==> config.mk <==
export PLATFORM = sky130hd
export DESIGN_NAME = mem_port_arbiter
export DESIGN_NICKNAME = d
export VERILOG_FILES = /design/src/rtl/mem_port_arbiter.sv
export SDC_FILE = /design/constraint.sdc
export NUM_CORES = 1
export LEC_CHECK = 0
export ABC_AREA = 1
export CAP_MARGIN = 20
export CORE_MARGIN = 2
export CORE_UTILIZATION = 47
export CTS_BUF_LIST = sky130_fd_sc_hd__clkbuf_8
export CTS_CLUSTER_SIZE = 40
export DETAILED_ROUTE_END_ITERATION = 7
export PLACE_DENSITY = 0.89
export SYNTH_ARGS = -nofsm -noshare
export SYNTH_HDL_FRONTEND = slang
export SYNTH_SLANG_ARGS = --single-unit
==> constraint.sdc <==
create_clock -name clk -period 3.7 [get_ports clk]
set_input_delay 1.11 -clock clk [delete_from_list [all_inputs] [get_ports clk]]
set_output_delay 1.11 -clock clk [all_outputs]
set_load 0.02 [all_outputs]
==> src/rtl/mem_port_arbiter.sv <==
// ---------------------------------------------------------------------------
// mem_port_arbiter
//
// Shares one single-port memory between the instruction fetch stage (IF) and
// the data access of the MEM stage (lw/sw). Data always wins over fetch, and
// only one memory access is outstanding at a time. While a requester's access
// is pending, its stall line holds that pipeline stage.
//
// Ports
//   clk, rst              clock (rising edge), synchronous active-high reset
//   if_req/if_addr        fetch request and PC, held until if_ready
//   if_rdata/if_ready     fetched word and one-cycle completion pulse
//   dm_rd/dm_wr           data read/write request, held until dm_ready
//   dm_addr/dm_wdata      data address and store data
//   dm_rdata/dm_ready     load data and one-cycle completion pulse
//   mem_en/mem_we         memory strobe (held until mem_ack) and write enable
//   mem_addr/mem_wdata    memory address and write data
//   mem_rdata/mem_ack     memory read data and access-done strobe
//   stall_if/stall_mem    combinational stalls for the IF and MEM stages
//   bus_err               sticky flag, set when an access times out
// ---------------------------------------------------------------------------
module mem_port_arbiter #(
    parameter int ADDR_W  = 32,
    parameter int DATA_W  = 32,
    parameter int TIMEOUT = 255
) (
    input  logic              clk,
    input  logic              rst,
    input  logic              if_req,
    input  logic [ADDR_W-1:0] if_addr,
    output logic [DATA_W-1:0] if_rdata,
    output logic              if_ready,
    input  logic              dm_rd,
    input  logic              dm_wr,
    input  logic [ADDR_W-1:0] dm_addr,
    input  logic [DATA_W-1:0] dm_wdata,
    output logic [DATA_W-1:0] dm_rdata,
    output logic              dm_ready,
    output logic              mem_en,
    output logic              mem_we,
    output logic [ADDR_W-1:0] mem_addr,
    output logic [DATA_W-1:0] mem_wdata,
    input  logic [DATA_W-1:0] mem_rdata,
    input  logic              mem_ack,
    output logic              stall_if,
    output logic              stall_mem,
    output logic              bus_err
);

    localparam int CNT_W = $clog2(TIMEOUT + 1);
    // The abort fires on the edge where the counter would reach TIMEOUT,
    // so mem_en stays high for exactly TIMEOUT unacknowledged cycles.
    localparam logic [CNT_W-1:0] CNT_LAST = CNT_W'(TIMEOUT - 1);
    localparam logic [CNT_W-1:0] CNT_MAX  = CNT_W'(TIMEOUT);
    localparam logic [CNT_W-1:0] CNT_ONE  = CNT_W'(1);
    localparam logic [CNT_W-1:0] CNT_ZERO = CNT_W'(0);

    typedef enum logic [1:0] {
        IDLE      = 2'd0,
        DATA_WAIT = 2'd1,
        INST_WAIT = 2'd2
    } state_t;

    state_t            state_q,     state_d;
    logic [CNT_W-1:0]  cnt_q,       cnt_d;
    logic              mem_en_q,    mem_en_d;
    logic              mem_we_q,    mem_we_d;
    logic [ADDR_W-1:0] mem_addr_q,  mem_addr_d;
    logic [DATA_W-1:0] mem_wdata_q, mem_wdata_d;
    logic              if_ready_q,  if_ready_d;
    logic              dm_ready_q,  dm_ready_d;
    logic [DATA_W-1:0] if_rdata_q,  if_rdata_d;
    logic [DATA_W-1:0] dm_rdata_q,  dm_rdata_d;
    logic              bus_err_q,   bus_err_d;

    // Next-state and next-output logic for the arbitration FSM
    always_comb begin
        state_d     = state_q;
        cnt_d       = cnt_q;
        mem_en_d    = mem_en_q;
        mem_we_d    = mem_we_q;
        mem_addr_d  = mem_addr_q;
        mem_wdata_d = mem_wdata_q;
        if_ready_d  = 1'b0;
        dm_ready_d  = 1'b0;
        if_rdata_d  = if_rdata_q;
        dm_rdata_d  = dm_rdata_q;
        bus_err_d   = bus_err_q;

        case (state_q)
            IDLE: begin
                // A ready pulse marks a bubble cycle: the requester still
                // holds its request then and must not be served twice.
                if (!if_ready_q && !dm_ready_q) begin
                    if (dm_rd || dm_wr) begin
                        mem_en_d    = 1'b1;
                        mem_we_d    = dm_wr;
                        mem_addr_d  = dm_addr;
                        mem_wdata_d = dm_wdata;
                        state_d     = DATA_WAIT;
                    end else if (if_req) begin
                        mem_en_d   = 1'b1;
                        mem_we_d   = 1'b0;
                        mem_addr_d = if_addr;
                        state_d    = INST_WAIT;
                    end else begin
                        state_d = IDLE;
                    end
                end else begin
                    state_d = IDLE;
                end
            end

            DATA_WAIT, INST_WAIT: begin
                if (mem_ack) begin
                    mem_en_d = 1'b0;
                    cnt_d    = CNT_ZERO;
                    state_d  = IDLE;
                    if (state_q == DATA_WAIT) begin
                        dm_ready_d = 1'b1;
                        // A store leaves the last load value in place.
                        if (!mem_we_q) begin
                            dm_rdata_d = mem_rdata;
                        end else begin
                            dm_rdata_d = dm_rdata_q;
                        end
                    end else begin
                        if_ready_d = 1'b1;
                        if_rdata_d = mem_rdata;
                    end
                end else if (cnt_q >= CNT_LAST) begin
                    // Abort: release the bus, complete the owner with zero data.
                    mem_en_d  = 1'b0;
                    cnt_d     = CNT_ZERO;
                    bus_err_d = 1'b1;
                    state_d   = IDLE;
                    if (state_q == DATA_WAIT) begin
                        dm_ready_d = 1'b1;
                        dm_rdata_d = {DATA_W{1'b0}};
                    end else begin
                        if_ready_d = 1'b1;
                        if_rdata_d = {DATA_W{1'b0}};
                    end
                end else begin
                    cnt_d = (cnt_q == CNT_MAX) ? cnt_q : cnt_q + CNT_ONE;
                end
            end

            default: begin
                state_d  = IDLE;
                mem_en_d = 1'b0;
                cnt_d    = CNT_ZERO;
            end
        endcase
    end

    // State and registered-output flops with synchronous reset
    always_ff @(posedge clk) begin
        if (rst) begin
            state_q     <= IDLE;
            cnt_q       <= CNT_ZERO;
            mem_en_q    <= 1'b0;
            mem_we_q    <= 1'b0;
            mem_addr_q  <= {ADDR_W{1'b0}};
            mem_wdata_q <= {DATA_W{1'b0}};
            if_ready_q  <= 1'b0;
            dm_ready_q  <= 1'b0;
            if_rdata_q  <= {DATA_W{1'b0}};
            dm_rdata_q  <= {DATA_W{1'b0}};
            bus_err_q   <= 1'b0;
        end else begin
            state_q     <= state_d;
            cnt_q       <= cnt_d;
            mem_en_q    <= mem_en_d;
            mem_we_q    <= mem_we_d;
            mem_addr_q  <= mem_addr_d;
            mem_wdata_q <= mem_wdata_d;
            if_ready_q  <= if_ready_d;
            dm_ready_q  <= dm_ready_d;
            if_rdata_q  <= if_rdata_d;
            dm_rdata_q  <= dm_rdata_d;
            bus_err_q   <= bus_err_d;
        end
    end

    assign mem_en    = mem_en_q;
    assign mem_we    = mem_we_q;
    assign mem_addr  = mem_addr_q;
    assign mem_wdata = mem_wdata_q;
    assign if_ready  = if_ready_q;
    assign dm_ready  = dm_ready_q;
    assign if_rdata  = if_rdata_q;
    assign dm_rdata  = dm_rdata_q;
    assign bus_err   = bus_err_q;

    assign stall_if  = if_req & ~if_ready_q;
    assign stall_mem = (dm_rd | dm_wr) & ~dm_ready_q;

endmodule

==> results of run 1 <==
-- power groups by stage --
stage	Sequential [mW]	Combinational, mW	Clock [mW]
4_1_cts	1.89	1.75	1.40
3_5_place_dp	1.92	1.74	0
6_report	1.89	1.75	1.38
3_3_place_gp	1.91	1.71	0
2_1_floorplan	2.17	0.747	0
5_1_grt	1.91	1.87	1.47
-- final timing paths --
check / from / to / slack (ns) / cells past startpoint
worst max-delay path: dm_wr / stall_mem / 0.18 / 4
worst min-delay path: dm_rdata[26]$_SDFFE_PP0P_ / dm_rdata[26]$_SDFFE_PP0P_ / 0.46 / 2
worst max register to register: state_q[1]$_SDFFE_PP0P_ / if_rdata[30]$_SDFFE_PP0P_ / 1.05 / 6
worst min register to register: dm_rdata[26]$_SDFFE_PP0P_ / dm_rdata[26]$_SDFFE_PP0P_ / 0.46 / 2
-- cell families after synthesis --
| family | Yosys count |
|---|---|
| AND/OR/NAND/NOR | 389 |
| flip-flops | 143 |
| buffers and inverters | 116 |
| AO/OA/AOI/OAI | 142 |
| adder cells (fa/ha/maj) | 5 |
-- state kept, by name (all words and copies together), names as in the netlist, 2 cells and up --
register / flops
mem_addr: 32
if_rdata: 32
cnt_q: 8
mem_wdata: 32
dm_rdata: 32
state_q: 2
-- worst reg2reg max path, cell delays in order, from the launching register on --
cell      delay [ns]
dfxtp_1         0.31
inv_1           0.09
ha_1            0.15
clkinv_1        0.81
nand3_2         0.92
nand2_1         0.13
a21oi_1         0.15
-- Yosys cell counts, drive strengths merged --
cell type	count	area share, %
clkinv	2	0.13
o211a	32	5.3
nor3	4	0.52
a21boi	1	0.19
o21a	1	0.13
inv	53	3.3
nor2	22	1.5
dfxtp	143	48
a211oi	1	0.13
buf	31	3.0
o21ai	3	0.25
nand2	253	16
clkbuf	30	1.9
nand3	75	6.4
ha	5	1.0
a31oi	2	0.21
nand4	35	3.7
a21oi	102	8.5
-- per-stage QoR --
| step | cells | utilization [%] | worst slack, ns | hold slack [ns] | area (sq um) |
|---|---|---|---|---|---|
| finish | 1217 | 73.0 | 0.179 | 0.460 | 9140 |
| global route | 1217 | 73.0 | 0.144 | 0.482 | 9140 |
| CTS | 1217 | 73.0 | 0.178 | 0.463 | 9140 |
| detailed placement | 1185 | 69.4 | 0.188 | 0.452 | 8680 |
| global placement | 1185 | 69.4 | 0.190 | 0.447 | 8680 |
| floorplan | 795 | - | 0.885 | 0.465 | 5990 |
-- routing by layer --
layer / GRT usage (%) / share of wire, % / vias up
li1: - / - / 3095
met1: 31.1 / 40 / 2889
met2: 46.8 / 49 / 251
met3: 9.58 / 7.8 / 50
met4: 12.2 / 3.8 / 0
met5: 0 / 0 / -
-- final cells by class --
type / instances / share of cell area (%)
sequential: 143 / 31.3
multi-input combinational: 536 / 28.8
timing repair buffer: 279 / 30.4
tap: 172 / 2.36
clock inverter: 11 / 1.77
clock buffer: 21 / 3.16
inverter: 55 / 2.26
==> impl_metrics.csv, run 1 <==
group,metric,value,unit
outcome,status,"finished clean",
die,ioPinCount,269,
clock_network,clk_pin_slew,0.07,ns
pwr,sequentialPowerShare,37.7,%
final_layout,final_common_cell,"clkdlybuf4s50_1",
yosys,synth.mux.area_fraction,0,%
sta,fmax,0.284,GHz
sta,drv_slew,0,
yosys,synthesis.area,5990,sq um
worst_setup_path,slowest_stage,"clkdlybuf4s50_1",
route,routed_via_density,5.16,
final_layout,final_layout_size_suffix_gt1_share,5.07,%
sta,layout_min_cycle_time,3.52,ns
worst_setup_path,crit_arrival,2.41,ns
clock_network,clock-sinks,143,
sta,finClkSkew,0.00986,ns
sta,slew_headroom,28.2,%
final_layout,nNetsFinal,1171,
worst_setup_path,start_kind,"primary input",
route,drt-pass1-iter-count,5,
sta,period_share,95.2,%
worst_setup_path,crit_top_cell,"clkdlybuf4s50_1",
pwr,switching_share,34.2,%
sta,rsz0062_at_grt,"no",
global_routing,grt_usage,27.4,%
die,die_h,117,um
final_layout,fill_cells,978,
yosys,syn_nets,934,
worst_setup_path,crit_buf_inv,2,
global_routing,overflow,0,
route,detail_route.iter0.violations,632,
route,routed_wl,19000,um
final_layout,seq_area,2860,sq um
yosys,synth_top_family_by_area,"simple AND/OR/NAND/NOR gates",
route,via_count,6285,
clock_network,holdBufCountCts,0,
route,drcViolationCount,0,
final_layout,area_growth,52.5,%
die,core,12500,sq um
die,die_area,13700,sq um
yosys,synth_cells,795,
pwr,p_leak,3.85,nW
final_layout,final_cell_mix,"clkdlybuf4s50_1 (267), nand2_1 (250), dfxtp_1 (143)",
worst_setup_path,path_max_fanout,2,
pwr,power.total,5.02,mW
worst_setup_path,crit_required,2.59,ns
yosys,ys_seq_elements,143,
global_routing,grt_pass1_wl,29200,um
sta,tns,0,ns
pwr,p_per_area,549,nW/um^2
pwr,ir_drop,0.000384,V
yosys,synthAdderAreaFrac,1.04,%
global_routing,antenna_found_initial,0,
worst_setup_path,worstSetupPathType,"in -> out",
route,wl_per_cell,15.6,um
worst_setup_path,critPathCaptureType,"output port",
yosys,seq_area_frac_synth,47.8,%
pwr,p_switching,1.72,mW
clock_network,cts_root_buffer,"clkbuf_8",
placed_design,gp_congestion,0.915,
pwr,clockPowerShare,27.4,%
yosys,synth.distinct_cells,26,
min_path,hold_path.class,"reg -> reg",
die,row_count,41,
worst_setup_path,cp_cell_sequence,"clkdlybuf4s50_1 > nor2_4 > nor2_1 > clkdlybuf4s50_1",
pwr,p_int,3.30,mW
final_layout,multi_input_area,2630,sq um
die,fp.dieW,117,um
route,final_antenna_net_count,0,
sta,setup_viol,0,
yosys,yosys_warnings,0,
clock_network,htree_levels,4,
clock_network,clkLatencyLatePin,0.43,ns
flow_run,cap_violations,0,
yosys,synth_compound_gate_area_share,14.8,%
worst_setup_path,slowest_delay,0.64,ns
clock_network,postCtsSetupBuffers,0,
final_layout,diodes,0,
sta,hold_viol_final,0,
global_routing,grt_max_degree,101,
clock_network,cts_tree,"yes",
yosys,yosys.area_share.simple,28.1,%
clock_network,cts_resized,0,
clock_network,numCtsBuffers,17,
clock_network,cts_buffer_depth,2,
worst_setup_path,critPathTopFamily,"buffers and inverters",
sta,worst_slew_pin_slew,1.08,ns
yosys,synthXorXnorAreaFrac,0,%
placed_design,port_buffers,268,
placed_design,hpwl,13000,um
pwr,power_frac_comb,34.9,%
global_routing,grt_pass1_vias,5999,
yosys,avgSynthCellArea,7.53,sq um
die,start_util,47.9,%
Power figures use the tool's default switching activity.
==> run 2, diff against run 1 <==
--- a/config.mk
+++ b/config.mk
@@ -7,7 +7,7 @@
 export LEC_CHECK = 0
 export ABC_AREA = 1
 export CAP_MARGIN = 20
-export CORE_MARGIN = 2
+export CORE_MARGIN = 8
 export CORE_UTILIZATION = 47
 export CTS_BUF_LIST = sky130_fd_sc_hd__clkbuf_8
 export CTS_CLUSTER_SIZE = 40
==> constraint.sdc (replaced) <==
create_clock -name clk -period 4.4 [get_ports clk]
set_input_delay 1.32 -clock clk [delete_from_list [all_inputs] [get_ports clk]]
set_output_delay 1.32 -clock clk [all_outputs]
set_load 0.02 [all_outputs]
==> impl_metrics.csv, run 2 (same netlist as run 1, synthesis figures left out) <==
group,metric,value,unit
worst_setup_path,crit-reg2reg-launch,"state_q[1]$_SDFFE_PP0P_",
clock_network,cts_root_buffer,"clkbuf_8",
sta,hold_ws,0.459,ns
sta,worst_slew_pin_slew,1.06,ns
sta,finClkSkew,0.00755,ns
worst_setup_path,r2r_setup_slack,1.85,ns
worst_setup_path,rr_endpoint,"mem_addr[13]$_SDFFE_PP0P_",
clock_network,clkLatencyLatePin,0.44,ns
global_routing,antenna_found_initial,1,
global_routing,overflow,0,
route,wl_per_cell,17.1,um
worst_setup_path,critPathCaptureType,"output port",
worst_setup_path,crit_arrival,2.67,ns
placed_design,hpwl,14800,um
worst_setup_path,start_kind,"primary input",
outcome,status,"finished clean",
placed_design,dp.cells,1187,
worst_setup_path,crit_path_start,"dm_wr",
sta,period_share,90.6,%
final_layout,final_cells,1220,
route,final_antenna_net_count,0,
route,routed_wl,20900,um
sta,layout_min_cycle_time,3.99,ns
clock_network,cts_resized,0,
worst_setup_path,crit_end,"stall_mem",
die,start_util,47.9,%
clock_network,cts_tree,"yes",
sta,fmax,0.251,GHz
flow_run,cap_violations,0,
final_layout,seq_area,2860,sq um
final_layout,fin_area,9140,sq um
die,die_h,129,um
sta,slew_headroom,29.3,%
die,row_count,41,
final_layout,final_cell_mix,"clkdlybuf4s50_1 (267), nand2_1 (250), dfxtp_1 (143)",
pwr,p_per_area,462,nW/um^2
sta,setup_slack,0.413,ns
final_layout,fill_cells,954,
clock_network,htree_levels,4,
die,core,12500,sq um
worst_setup_path,crit_required,3.08,ns
global_routing,grt_max_degree,101,
route,routed_via_density,5.28,
clock_network,numCtsBuffers,17,
placed_design,port_buffers,268,
final_layout,area_growth,52.6,%
final_layout,nNetsFinal,1173,
final_layout,final_common_cell,"clkdlybuf4s50_1",
sta,setup_viol,0,
sta,rsz0062_at_grt,"no",
placed_design,gp_congestion,0.857,
sta,drv_slew,0,
global_routing,grt_usage,24.2,%
worst_setup_path,worstRegToRegCells,9,
route,via_count,6446,
die,ioPinCount,269,
final_layout,multi_input_area,2630,sq um
pwr,p_leak,3.84,nW
clock_network,clk_pin_slew,0.07,ns
worst_setup_path,worstSetupPathType,"in -> out",
worst_setup_path,path_max_fanout,2,
placed_design,dpl_worst_slack,0.423,ns
global_routing,grt_pass1_wl,31700,um
global_routing,grt_pass1_vias,6124,
clock_network,clock-sinks,143,
min_path,hold_path.class,"reg -> reg",
die,fp.dieW,129,um
route,detail_route.iter0.violations,707,
final_layout,final_layout_size_suffix_gt1_share,5.25,%
route,drcViolationCount,0,
clock_network,postCtsSetupBuffers,0,
pwr,power.total,4.23,mW
clock_network,holdBufCountCts,0,
route,drt-pass1-iter-count,5,
final_layout,fin_util,73.0,%
clock_network,cts_buffer_depth,2,
pwr,ir_drop,0.000261,V
die,die_area,16600,sq um
sta,tns,0,ns
placed_design,post_dp_cell_area,8690,sq um
sta,hold_viol_final,0,
==> run 2: final cells by class <==
cell class                      count  area share [%]
Inverter                           55            2.26
Timing Repair Buffer              281            30.4
Clock inverter                     11            1.77
Sequential cell                   143            31.3
Tap cell                          172            2.35
Multi-Input combinational cell    536            28.7
Antenna cell                        1          0.0274
Clock buffer                       21            3.16
==> run 2: worst min-delay path by stage <==
stage / depth (start not counted) / startpoint / to
after global routing: 2 / mem_wdata[21]$_SDFFE_PP0P_ / mem_wdata[21]$_SDFFE_PP0P_
after global placement: 2 / mem_wdata[9]$_SDFFE_PP0P_ / mem_wdata[9]$_SDFFE_PP0P_
after detailed placement: 2 / mem_wdata[21]$_SDFFE_PP0P_ / mem_wdata[21]$_SDFFE_PP0P_
after floorplan: 2 / cnt_q[2]$_SDFFE_PP0P_ / cnt_q[2]$_SDFFE_PP0P_
final: 2 / mem_wdata[21]$_SDFFE_PP0P_ / mem_wdata[21]$_SDFFE_PP0P_
after CTS: 2 / dm_rdata[14]$_SDFFE_PP0P_ / dm_rdata[14]$_SDFFE_PP0P_
==> run 2: report_power, final <==
| group | total (mW) | internal (mW) | switching [mW] |
|---|---|---|---|
| Sequential | 1.59 | 1.48 | 0.105 |
| Clock | 1.15 | 0.673 | 0.481 |
| Combinational | 1.48 | 0.620 | 0.864 |
| Total | 4.23 | 2.78 | 1.45 |
==> run 2: routing by layer <==
metal / track usage (%) / vias to the layer above / routed length, um
li1: - / 3102 / -
met4: 15.8 / 0 / 1080
met3: 6.50 / 70 / 1540
met1: 26.4 / 2992 / 7930
met2: 40.9 / 282 / 10300
met5: 0 / - / 0
==> run 2: critical path, cell delays in order <==
cell and delay (ns):
clkdlybuf4s50_1 0.53, nor2_4 0.07, nor2_1 0.12, clkdlybuf4s50_1 0.62
==> run 3, diff against run 2 <==
--- a/config.mk
+++ b/config.mk
@@ -8,11 +8,13 @@
 export ABC_AREA = 1
 export CAP_MARGIN = 20
 export CORE_MARGIN = 8
-export CORE_UTILIZATION = 47
+export CORE_UTILIZATION = 69
 export CTS_BUF_LIST = sky130_fd_sc_hd__clkbuf_8
 export CTS_CLUSTER_SIZE = 40
 export DETAILED_ROUTE_END_ITERATION = 7
-export PLACE_DENSITY = 0.89
+export DONT_BUFFER_PORTS = 1
+export PLACE_DENSITY = 0.85
+export SKIP_LAST_GASP = 1
 export SYNTH_ARGS = -nofsm -noshare
 export SYNTH_HDL_FRONTEND = slang
 export SYNTH_SLANG_ARGS = --single-unit
==> impl_metrics.csv, run 3 (same netlist as run 1, synthesis figures left out) <==
group,metric,value,unit
clock_network,cts_root_buffer,"clkbuf_8",
placed_design,port_buffers,0,
clock_network,numCtsBuffers,17,
die,fp.dieW,109,um
worst_setup_path,start_kind,"primary input",
pwr,p_per_area,585,nW/um^2
clock_network,cts_buffer_depth,2,
die,row_count,34,
global_routing,grt_use_met3,12.1,%
route,final_antenna_net_count,0,
flow_run,cap_violations,0,
placed_design,dp.cells,849,
global_routing,antenna_found_initial,0,
clock_network,postCtsSetupBuffers,0,
min_path,hold_path.class,"reg -> reg",
clock_network,htree_levels,4,
placed_design,gp_congestion,0.937,
sta,finClkSkew,0.00982,ns
route,detail_route.iter0.violations,461,
final_layout,area_growth,5.54,%
sta,hold_viol_final,0,
global_routing,overflow,0,
clock_network,clock-sinks,143,
sta,layout_min_cycle_time,3.23,ns
worst_setup_path,crit_required,3.08,ns
sta,rsz0062_at_grt,"no",
route,routed_wl,16600,um
sta,worst_slew_pin_slew,0.991,ns
worst_setup_path,worstSetupPathType,"in -> out",
worst_setup_path,crit_path_start,"dm_wr",
outcome,status,"finished clean",
worst_setup_path,crit-reg2reg-launch,"cnt_q[0]$_SDFFE_PP0P_",
final_layout,final_common_cell,"nand2_1",
worst_setup_path,critPathCaptureType,"output port",
pwr,ir_drop,0.000449,V
placed_design,hpwl,11700,um
min_path,worstHoldStart,"cnt_q[2]$_SDFFE_PP0P_",
final_layout,diodes,0,
worst_setup_path,r2r_setup_slack,1.67,ns
sta,setup_viol,0,
clock_network,clkLatencyLatePin,0.43,ns
pwr,p_leak,2.82,nW
sta,fmax,0.310,GHz
sta,drv_slew,0,
global_routing,grt_max_degree,102,
route,via_count,5356,
clock_network,clk_pin_slew,0.07,ns
final_layout,nNetsFinal,899,
sta,slew_headroom,33.9,%
global_routing,grt.met2_usage,43.8,%
final_layout,final_cell_mix,"nand2_1 (250), dfxtp_1 (143), a21oi_1 (102)",
final_layout,final_layout_size_suffix_gt1_share,6.21,%
sta,tns,0,ns
clock_network,cts_resized,0,
die,die_h,109,um
route,drt-pass1-iter-count,6,
route,drcViolationCount,0,
die,core,8550,sq um
worst_setup_path,path_max_fanout,36,
die,ioPinCount,269,
route,routed_via_density,6.08,
global_routing,met1_usage,28.7,%
sta,period_share,73.4,%
global_routing,grt.busiest_layer,"met2",
global_routing,grt_pass1_vias,4873,
die,die_area,11900,sq um
final_layout,final_cells,881,
global_routing,grt_pass1_wl,24900,um
die,start_util,70.0,%
worst_setup_path,crit_arrival,1.91,ns
clock_network,cts_tree,"yes",
clock_network,holdBufCountCts,0,
route,wl_per_cell,18.9,um
global_routing,grt_usage,26.4,%
==> run 3: cell count changes in the layout (fill, tap and decap cells not counted), moves of 3 or more <==
cell,delta
clkdlybuf4s50_1,-267
buf_4,-7
clkbuf_8,-3
inv_6,+3
==> run 3: worst max-delay path, cell delays in order <==
cell    delay (ns)
nor2_4        0.02
buf_4         0.23
nor2_1        0.34
==> run 3: power breakdown <==
| part | internal, mW | switching (mW) |
|---|---|---|
| Clock | 0.634 | 0.498 |
| Combinational | 0.223 | 0.481 |
| Sequential | 1.48 | 0.377 |
| Total | 2.34 | 1.36 |
==> run 3: worst paths after layout <==
| check | cells past startpoint | to |
|---|---|---|
| setup / recovery | 3 | stall_mem |
| hold / removal | 2 | cnt_q[2]$_SDFFE_PP0P_ |
| setup reg to reg | 9 | dm_rdata[3]$_SDFFE_PP0P_ |
| hold reg to reg | 2 | cnt_q[2]$_SDFFE_PP0P_ |
==> run 3: routing by layer <==
layer	share of wire (%)	wire, um
met5	0	0
met4	2.8	469
met3	13	2110
met2	50	8350
met1	34	5690
==> run 3: layout make-up <==
| class | instances | area (sq um) |
|---|---|---|
| Clock buffer | 18 | 248 |
| Clock inverter | 14 | 189 |
| Fill cell | 667 | 2230 |
| Inverter | 55 | 206 |
| Multi-Input combinational cell | 536 | 2630 |
| Sequential cell | 143 | 2860 |
| Tap cell | 108 | 135 |
| Timing Repair Buffer | 7 | 52.6 |
==> run 3: through the flow <==
step / power (mW) / util [%] / hold slack, ns / area (sq um) / setup slack, ns
final: 3.70 / 73.9 / 0.519 / 6320 / 1.17
after global routing: 3.87 / 73.9 / 0.548 / 6320 / 1.11
after CTS: 3.71 / 73.9 / 0.514 / 6320 / 1.16
after detailed placement: 2.59 / 68.8 / 0.501 / 5880 / 1.16
after global placement: 2.55 / 68.8 / 0.481 / 5880 / 1.17
after floorplan: 2.46 / - / 0.465 / 5990 / 1.17
